[config.mk]
export PLATFORM = sky130hd
export DESIGN_NAME = id_branch_resolve
export DESIGN_NICKNAME = d
export VERILOG_FILES = /design/src/rtl/mips_pkg.sv /design/src/rtl/fwd_operand_mux.sv /design/src/rtl/id_branch_resolve.sv
export SDC_FILE = /design/constraint.sdc
export NUM_CORES = 1
export LEC_CHECK = 0
export ABC_CLOCK_PERIOD_IN_PS = 11700
export CAP_MARGIN = 0
export CORE_MARGIN = 3
export CORE_UTILIZATION = 45
export CTS_CLUSTER_DIAMETER = 30
export DETAILED_ROUTE_END_ITERATION = 8
export PLACE_DENSITY = 0.9
export SETUP_SLACK_MARGIN = 0.15
export SYNTH_ARGS = -nofsm -noshare
export SYNTH_HDL_FRONTEND = slang
export SYNTH_SLANG_ARGS = --single-unit
[constraint.sdc]
create_clock -name clk -period 11.7 [get_ports clk]
set_input_delay 3.51 -clock clk [delete_from_list [all_inputs] [get_ports clk]]
set_output_delay 3.51 -clock clk [all_outputs]
set_load 0.05 [all_outputs]
[src/rtl/mips_pkg.sv]
// Shared encodings for ID-stage branch resolution: branch opcodes, forwarding
// selects, resolver FSM states and small decode helpers.
package mips_pkg;

    typedef enum logic [3:0] {
        BrNone = 4'd0,
        BrBeq  = 4'd1,
        BrBne  = 4'd2,
        BrBlez = 4'd3,
        BrBgtz = 4'd4,
        BrBltz = 4'd5,
        BrBgez = 4'd6,
        BrJr   = 4'd7,
        BrJalr = 4'd8
    } brOpE;

    typedef enum logic [2:0] {
        FwdRf        = 3'd0,
        FwdIdExLink  = 3'd1,
        FwdExMemAlu  = 3'd2,
        FwdExMemLink = 3'd3,
        FwdMemWb     = 3'd4
    } fwdSelE;

    typedef enum logic [1:0] {
        StIdle     = 2'd0,
        StStall    = 2'd1,
        StRedirect = 2'd2
    } brStateE;

    localparam logic [15:0] TakenCntMax = 16'hFFFF;

    // Codes 9-15 decode as "no branch".
    function automatic logic isBranch(input logic [3:0] op);
        return (op >= 4'd1) && (op <= 4'd8);
    endfunction

    function automatic logic usesRt(input logic [3:0] op);
        return (op == BrBeq) || (op == BrBne);
    endfunction

    function automatic logic isJumpReg(input logic [3:0] op);
        return (op == BrJr) || (op == BrJalr);
    endfunction

    function automatic logic branchTaken(input logic [3:0] op, input logic [31:0] a,
                                         input logic [31:0] b);
        logic taken;
        taken = 1'b0;
        case (op)
            BrBeq:        taken = (a == b);
            BrBne:        taken = (a != b);
            BrBlez:       taken = a[31] || (a == 32'h0);
            BrBgtz:       taken = !a[31] && (a != 32'h0);
            BrBltz:       taken = a[31];
            BrBgez:       taken = !a[31];
            BrJr, BrJalr: taken = 1'b1;
            default:      taken = 1'b0;
        endcase
        return taken;
    endfunction

    // Stall cycles needed before a source register value is available in ID.
    // A link write from ID_EX is already forwardable, so it costs nothing.
    function automatic logic [1:0] hazardCost(input logic [4:0] src,
                                              input logic idExWr, input logic idExLoad,
                                              input logic idExLink, input logic [4:0] idExDst,
                                              input logic exMemWr, input logic exMemLoad,
                                              input logic [4:0] exMemDst);
        logic [1:0] cost;
        cost = 2'd0;
        if (src != 5'd0) begin
            if (exMemWr && exMemLoad && (exMemDst == src)) cost = 2'd1;
            // ID_EX cost is always >= the EX_MEM cost, so it overrides.
            if (idExWr && !idExLink && (idExDst == src)) cost = idExLoad ? 2'd2 : 2'd1;
        end
        return cost;
    endfunction

endpackage

[src/rtl/fwd_operand_mux.sv]
// One branch operand: picks the regfile value or a forwarded pipeline value.
module fwd_operand_mux
    import mips_pkg::*;
(
    input  logic [4:0]  regAddr,
    input  logic [2:0]  fsel,
    input  logic [31:0] rfData,
    input  logic [31:0] idExLink,
    input  logic [31:0] exMemAlu,
    input  logic [31:0] exMemLink,
    input  logic [31:0] memWbWdata,
    output logic [31:0] operand
);

    // r0 is hard-wired to zero whatever the forwarding unit says.
    always_comb begin
        operand = 32'h0;
        if (regAddr != 5'd0) begin
            case (fsel)
                FwdIdExLink:  operand = idExLink;
                FwdExMemAlu:  operand = exMemAlu;
                FwdExMemLink: operand = exMemLink;
                FwdMemWb:     operand = memWbWdata;
                default:      operand = rfData;
            endcase
        end
    end

endmodule

[src/rtl/id_branch_resolve.sv]
// ID-stage branch resolver: detects load/ALU hazards on branch operands,
// stalls until they clear, then issues a one-cycle PC redirect.
module id_branch_resolve
    import mips_pkg::*;
(
    input  logic        clk,
    input  logic        rst_n,
    input  logic        id_valid,
    input  logic [3:0]  br_op,
    input  logic [4:0]  id_rs,
    input  logic [4:0]  id_rt,
    input  logic [2:0]  rs_fsel,
    input  logic [2:0]  rt_fsel,
    input  logic [31:0] rf_rs_data,
    input  logic [31:0] rf_rt_data,
    input  logic [31:0] id_ex_link,
    input  logic [31:0] ex_mem_alu,
    input  logic [31:0] ex_mem_link,
    input  logic [31:0] mem_wb_wdata,
    input  logic        id_ex_wr,
    input  logic        id_ex_is_load,
    input  logic        id_ex_is_link,
    input  logic [4:0]  id_ex_dst,
    input  logic        ex_mem_wr,
    input  logic        ex_mem_is_load,
    input  logic [4:0]  ex_mem_dst,
    input  logic [31:0] br_target,
    output logic        stall,
    output logic        redirect_valid,
    output logic [31:0] redirect_pc,
    output logic        flush_if_id,
    output logic [15:0] taken_cnt
);

    brStateE     stateQ, stateD;
    logic [1:0]  cntQ, cntD;
    logic [31:0] redirectPcQ;
    logic [15:0] takenCntQ;
    logic [31:0] rsVal, rtVal;
    logic [1:0]  rsCost, rtCost, hazCost;
    logic        brValid, taken, enterRedirect, stallRaw;
    logic [31:0] resolvePc;

    fwd_operand_mux uRsMux (
        .regAddr    (id_rs),
        .fsel       (rs_fsel),
        .rfData     (rf_rs_data),
        .idExLink   (id_ex_link),
        .exMemAlu   (ex_mem_alu),
        .exMemLink  (ex_mem_link),
        .memWbWdata (mem_wb_wdata),
        .operand    (rsVal)
    );

    fwd_operand_mux uRtMux (
        .regAddr    (id_rt),
        .fsel       (rt_fsel),
        .rfData     (rf_rt_data),
        .idExLink   (id_ex_link),
        .exMemAlu   (ex_mem_alu),
        .exMemLink  (ex_mem_link),
        .memWbWdata (mem_wb_wdata),
        .operand    (rtVal)
    );

    // Hazard cost is the worst case over the sources this branch actually reads.
    always_comb begin
        brValid   = id_valid && isBranch(br_op);
        rsCost    = hazardCost(id_rs, id_ex_wr, id_ex_is_load, id_ex_is_link, id_ex_dst,
                               ex_mem_wr, ex_mem_is_load, ex_mem_dst);
        rtCost    = usesRt(br_op) ? hazardCost(id_rt, id_ex_wr, id_ex_is_load, id_ex_is_link,
                                               id_ex_dst, ex_mem_wr, ex_mem_is_load,
                                               ex_mem_dst) : 2'd0;
        hazCost   = (rsCost > rtCost) ? rsCost : rtCost;
        taken     = branchTaken(br_op, rsVal, rtVal);
        resolvePc = isJumpReg(br_op) ? rsVal : br_target;
    end

    // Next-state, stall countdown and redirect decision.
    always_comb begin
        stateD        = stateQ;
        cntD          = cntQ;
        stallRaw      = 1'b0;
        enterRedirect = 1'b0;
        unique case (stateQ)
            StIdle: begin
                if (brValid) begin
                    if (hazCost != 2'd0) begin
                        stateD   = StStall;
                        cntD     = hazCost - 2'd1;
                        stallRaw = 1'b1;
                    end else if (taken) begin
                        stateD        = StRedirect;
                        enterRedirect = 1'b1;
                    end
                end
            end
            StStall: begin
                if (!id_valid) begin
                    stateD = StIdle;
                    cntD   = 2'd0;
                end else if (cntQ != 2'd0) begin
                    stallRaw = 1'b1;
                    cntD     = cntQ - 2'd1;
                end else if (taken) begin
                    stateD        = StRedirect;
                    enterRedirect = 1'b1;
                end else begin
                    stateD = StIdle;
                end
            end
            // Whatever sits in ID now is being flushed, so it is ignored.
            StRedirect: stateD = StIdle;
            default:    stateD = StIdle;
        endcase
    end

    // FSM and stall counter state.
    always_ff @(posedge clk or negedge rst_n) begin
        if (!rst_n) begin
            stateQ <= StIdle;
            cntQ   <= 2'd0;
        end else begin
            stateQ <= stateD;
            cntQ   <= cntD;
        end
    end

    // Redirect target and saturating taken-branch count, captured at resolution.
    always_ff @(posedge clk or negedge rst_n) begin
        if (!rst_n) begin
            redirectPcQ <= 32'h0;
            takenCntQ   <= 16'h0;
        end else if (enterRedirect) begin
            redirectPcQ <= resolvePc;
            if (takenCntQ != TakenCntMax) takenCntQ <= takenCntQ + 16'd1;
        end
    end

    // Stall is combinational, so mask it while reset is asserted.
    always_comb begin
        stall          = stallRaw && rst_n;
        redirect_valid = (stateQ == StRedirect);
        flush_if_id    = (stateQ == StRedirect);
        redirect_pc    = redirectPcQ;
        taken_cnt      = takenCntQ;
    end

endmodule

# After elaboration in Yosys (flattened, before gate mapping)
# Index checks and enable logic that the tools add are counted.
# Widths: inputs -> output; s select.
[totals]
out_inout_bits = 51
inputBits = 262
regBits = 52
[classes]
n_mux = 38
n_reduce_logical = 27
n_addsub = 3
n_eq_ne = 30
magnitude_cmp = 3
[ops]
columns = ["op", "count"]
rows = [
  ["$pmux 32 s4", 2],
  ["$mux 32", 3],
  ["$mux 2", 17],
  ["$eq 32x32->1", 1],
  ["$logic_not 32->1", 1],
  ["$ne 32x32->1", 1],
  ["$reduce_bool 32->1", 1],
  ["$eq 5x5->1", 4],
  ["$add 16x1->16 const B", 1],
  ["$eq 4x3->1 const B", 4],
  ["$ne 16x16->1 const B", 1],
  ["$eq 3x2->1 const B", 4],
  ["$mux 1", 11],
  ["$logic_and 1x1->1", 10],
  ["$reduce_bool 5->1", 2],
  ["$ne 3x3->1 const B", 3],
  ["$eq 4x2->1 const B", 2],
  ["$pmux 2 s2", 2],
  ["$pmux 1 s7", 1],
  ["$eq 3x1->1 const B", 2],
  ["$eq 3x3->1 const B", 2],
  ["$reduce_bool 2->1", 3],
  ["$eq 4x1->1 const B", 1],
  ["$eq 4x4->1 const B", 1],
  ["15 further kinds", 21],
]

# Logic depth before layout (Yosys ltp)
[logic_depth]
word_depth = 13
mapped_depth = 20
mapped_depth_nobuf = 16

# By module
# Synthesis repeated with hierarchy kept, for this count alone.
[unflattened]
hier_cells = 838
area_unflattened_um2 = 6471.2
[by_module_without_submodules]
columns = ["module", "n_inst", "area_each_um2", "seq_area_each_um2", "cells_per_inst"]
rows = [
  ["id_branch_resolve", 1, 3475.8, 1301.2, 378],
  ["fwd_operand_mux", 2, 1497.7, 0.0, 230],
]

# Worst setup path before layout
# No wires, ideal clock.
[synth_timing]
path_kind = "input to output"
from = "input port id_rt[1]"
to = "output port stall"
required_time_ps = 8190
cell_stages = 14
arrival_time_ps = 7676
n_path_buf = 2
setup_slack_ps = 514
path_cell_list = "or4_1 clkbuf_1 nor2_1 buf_4 nor4_1 and2_1 ha_1 nor2_1 a221oi_1 o21ai_0 ha_1 nor3b_1 a21oi_1 nor4b_1"
[synth_via]
elab_chain_cells = 13
word_cells_on_any_way = 16
classes_between = "order compare (1); eq/ne (2); mux (8); reduce/logical (5)"
[synth_lines]
columns = ["item", "line", "text"]
rows = [
  ["start, declared", "id_branch_resolve.sv:11", "input logic [4:0] id_rt,"],
  ["$eq 5x5->1", "mips_pkg.sv:73", "if (exMemWr && exMemLoad && (exMemDst == src)) cost = 2'd1;"],
  ["$logic_and 1x1->1", "mips_pkg.sv:73", ""],
  ["$mux 1", "mips_pkg.sv:73", ""],
  ["$mux 2", "mips_pkg.sv:75", "if (idExWr && !idExLink && (idExDst == src)) cost = idExLoad ? 2'd2 : 2'd1;"],
  ["$mux 2 (*)", "mips_pkg.sv:72", "if (src != 5'd0) begin"],
  ["$mux 2 (*)", "id_branch_resolve.sv:71", "rtCost = usesRt(br_op) ? hazardCost(id_rt, id_ex_wr, id_ex_is_load, id_ex_is_link,"],
  ["$gt 2x2->1", "id_branch_resolve.sv:74", "hazCost = (rsCost > rtCost) ? rsCost : rtCost;"],
  ["$mux 2 (*)", "id_branch_resolve.sv:74", ""],
  ["$reduce_bool 2->1 (*)", "id_branch_resolve.sv:88", "if (hazCost != 2'd0) begin"],
  ["$mux 1 (*)", "id_branch_resolve.sv:88", ""],
  ["$mux 1 (*)", "id_branch_resolve.sv:87", "if (brValid) begin"],
  ["$pmux 1 s2 (*)", "id_branch_resolve.sv:85", "unique case (stateQ)"],
  ["$logic_and 1x1->1 (*)", "id_branch_resolve.sv:142", "stall = stallRaw && rst_n;"],
  ["end, declared", "id_branch_resolve.sv:28", "output logic stall,"],
]
# Mark *: on every way between the ends. The rest lies on a longest branch, timed or not.

# Worst setup path in the final report
# Same ends and word-level chain as after synthesis.

==> flow_metrics.tcl <==
set metrics [dict create \
    antenna_found_initial 7 \
    max-cap-violations 0 \
    ys_types 69 \
    worst_ep_required_time_ns 8.19 \
    die_h_um 125 \
    routed.top_layer "met5" \
    switching_share 0.457 \
    power_density_nw_per_um2 116 \
    globalRoute.totalOverflow 0 \
    setup.worst_path.end_class "primary output" \
    hpwlAfterDp_mm 23.8 \
    dr_wl_met3_mm 3.50 \
    grt_max_degree 67 \
    htree_levels 2 \
    p_int_uw 611 \
    final.fill_count 1105 \
    async_reset_ff_frac 1.00 \
    layout-drive-gt1-share 0.0488 \
    hold_viol 0 \
    clock_sinks 52 \
    die_w_um 125 \
    setup_slack_ns 0.968 \
    ff2ff_path_depth 7 \
    nets 1353 \
    root_buffer "clkbuf_16" \
    max_slew_margin 0.341 \
    setup_viol 0 \
    vias_per_cell 6.49 \
    min_path_type "flop to flop" \
    yosysSeqAreaShare 0.205 \
    start_kind "primary input" \
    wire_per_inst_um 24.3 \
    power.leakage_uw 0.00369 \
    peakVddDrop_mv 0.155 \
    crit_fanout 6 \
    dr_wl_met2_mm 13.6 \
    synth_nets 1090 \
    grt_pass1_vias 7861 \
    wl_mm 30.8 \
    syn_inst 822 \
    min_path_cells 1 \
    grt_usage 0.376 \
    worst_pin_slew_ns 0.989 \
    pre_cts_ws_ns 1.02 \
    io_pins 313 \
    status "finished, final reports clean" \
    antenna_left 0 \
    first_pass_iters 6 \
    fmax_mhz 93.2 \
    clock_skew_ns 0.00297 \
    ys_ff_latch 52 \
    area_growth_pct 52.4 \
    p_switching_uw 514 \
    io_buffers 312 \
    cp.arrival_ns 7.22 \
    cts_tree "yes" \
    rows 42 \
    rsz0062_at_grt "no" \
    grt_pass1_wl_mm 46.4 \
    syn-cell-area_um2 6340 \
    numCtsBuffers 5 \
    cts_setup_buffers 0 \
    synth_warnings 0 \
    fin_setup_tns_ns 0 \
    period_needed_ns 10.73 \
    wl_met1_mm 11.6 \
    coreArea_um2 13500 \
    clk_latency_ns 0.29 \
    vias 8227 \
    die_area_um2 15600 \
    start_util 0.470 \
    cts-resized-gates 0 \
    drv_slew 0 \
    critPathKind "primary input to primary output" \
    gp_congestion 1.03 \
    p_clk_frac 0.148 \
    hold_buffers 0 \
    synth-edff-count 0 \
    p_seq_frac 0.244 \
    avgSynthCellArea_um2 7.72 \
    drt-initial-drc-count 1240 \
    clk_path_buf_depth 2 \
    drc 0 \
    synth_ff_type "dfrtp_1" \
    post-route-period-util 0.917 \
    clk_pin_slew_ns 0.07 \
    pwr-share-comb 0.608 \
]
## final cells by class
class                      instances  area, µm²  share of cell area
inverter                          18       67.6             0.00699
timing repair buffer             327       3230               0.334
clock inverter                     3       42.5             0.00440
sequential                        52       1300               0.135
clock buffer                       5        125              0.0129
tap                              176        220              0.0228
antenna                            6       15.0             0.00155
multi-input combinational        681       4670               0.483
## cell families after synthesis
| logic type | after synthesis | synth area share |
|---|---|---|
| AND/OR/NAND/NOR | 254 | 0.203 |
| XOR/XNOR | 62 | 0.0868 |
| adder cells (fa/ha/maj) | 6 | 0.0118 |
| flip-flops | 52 | 0.205 |
| multiplexers | 64 | 0.116 |
| AO/OA/AOI/OAI | 295 | 0.312 |
| buffers and inverters | 89 | 0.0649 |
## power groups by stage
stage	Sequential (µW)	Clock, µW	Combinational [µW]
final	274	167	684
after global routing	281	177	716
after CTS	273	169	677
after detailed placement	275	0	673
after global placement	272	0	665
after floorplan	456	0	212
## final timing paths
path,slack (ns),to,start
setup / recovery,0.97,stall,id_rt[1]
hold / removal,0.50,taken_cnt[3]$_DFFE_PN0P_,taken_cnt[3]$_DFFE_PN0P_
setup reg to reg,9.28,taken_cnt[3]$_DFFE_PN0P_,cntQ[0]$_DFFE_PN0P_
hold reg to reg,0.50,taken_cnt[3]$_DFFE_PN0P_,taken_cnt[3]$_DFFE_PN0P_
max in group asynchronous,7.90,taken_cnt[4]$_DFFE_PN0P_,rst_n
min in group asynchronous,3.33,redirect_pc[8]$_DFFE_PN0P_,rst_n
## per-stage QoR
stage	cell area (µm²)	total power, µW	std cells	util	hold slack (ns)
2_1_floorplan	6340	668	822	-	0.507
3_3_place_gp	9480	937	1254	0.702	0.474
3_5_place_dp	9480	948	1254	0.702	0.484
4_1_cts	9650	1120	1262	0.715	0.497
5_1_grt	9660	1170	1267	0.716	0.529
6_report	9670	1120	1268	0.716	0.497
## state kept, by name, indices dropped and copies added (netlist names)
| name | flops |
|---|---|
| stateQ | 2 |
| taken_cnt | 16 |
| redirect_pc | 32 |
| cntQ | 2 |
## critical path, cell delays in order
cell	delay (ns)
clkdlybuf4s50_1	0.47
or4_1	0.68
nor2_1	0.24
nor4_1	0.10
and2_1	0.19
ha_1	0.33
nor2_1	0.05
a221oi_1	0.25
o21ai_0	0.17
ha_1	0.26
nor3b_1	0.20
a21oi_1	0.08
nor4b_1	0.49
buf_12	0.21
## metal layers
| metal | vias to the layer above | global-route usage |
|---|---|---|
| met1 | 3766 | 0.473 |
| met2 | 652 | 0.588 |
| met5 | - | 0 |
| met4 | 4 | 0.205 |
| met3 | 149 | 0.0939 |
| li1 | 3656 | - |
## synthesized netlist by cell type (all sizes together), types with 14 or more instances
cell type  number  share of area
nor2           95          0.057
a21oi          91          0.072
dfrtp          52           0.21
mux2i          52          0.082
buf            45          0.039
nand2          41          0.024
xnor2          41          0.058
o22ai          39          0.038
o21ai          34          0.027
clkbuf         26          0.015
xor2           21          0.029
a221oi         20          0.029
inv            18          0.011
nand3          18          0.014
nand4          18          0.018
o211ai         16          0.019
a22oi          15          0.018
nand2b         14          0.014
## cell usage in the layout, fill, tap and decap left out, types with 14 or more instances in the layout
master	instances
clkdlybuf4s50_1	307
nor2_1	94
a21oi_1	91
mux2i_1	52
dfrtp_1	52
nand2_1	41
xnor2_1	39
o22ai_1	39
o21ai_0	32
xor2_1	21
a221oi_1	19
nand4_1	18
nand3_1	18
inv_1	17
o211ai_1	16
a22oi_1	15
buf_4	15
nand2b_1	14
Power figures use the tool's default switching activity.
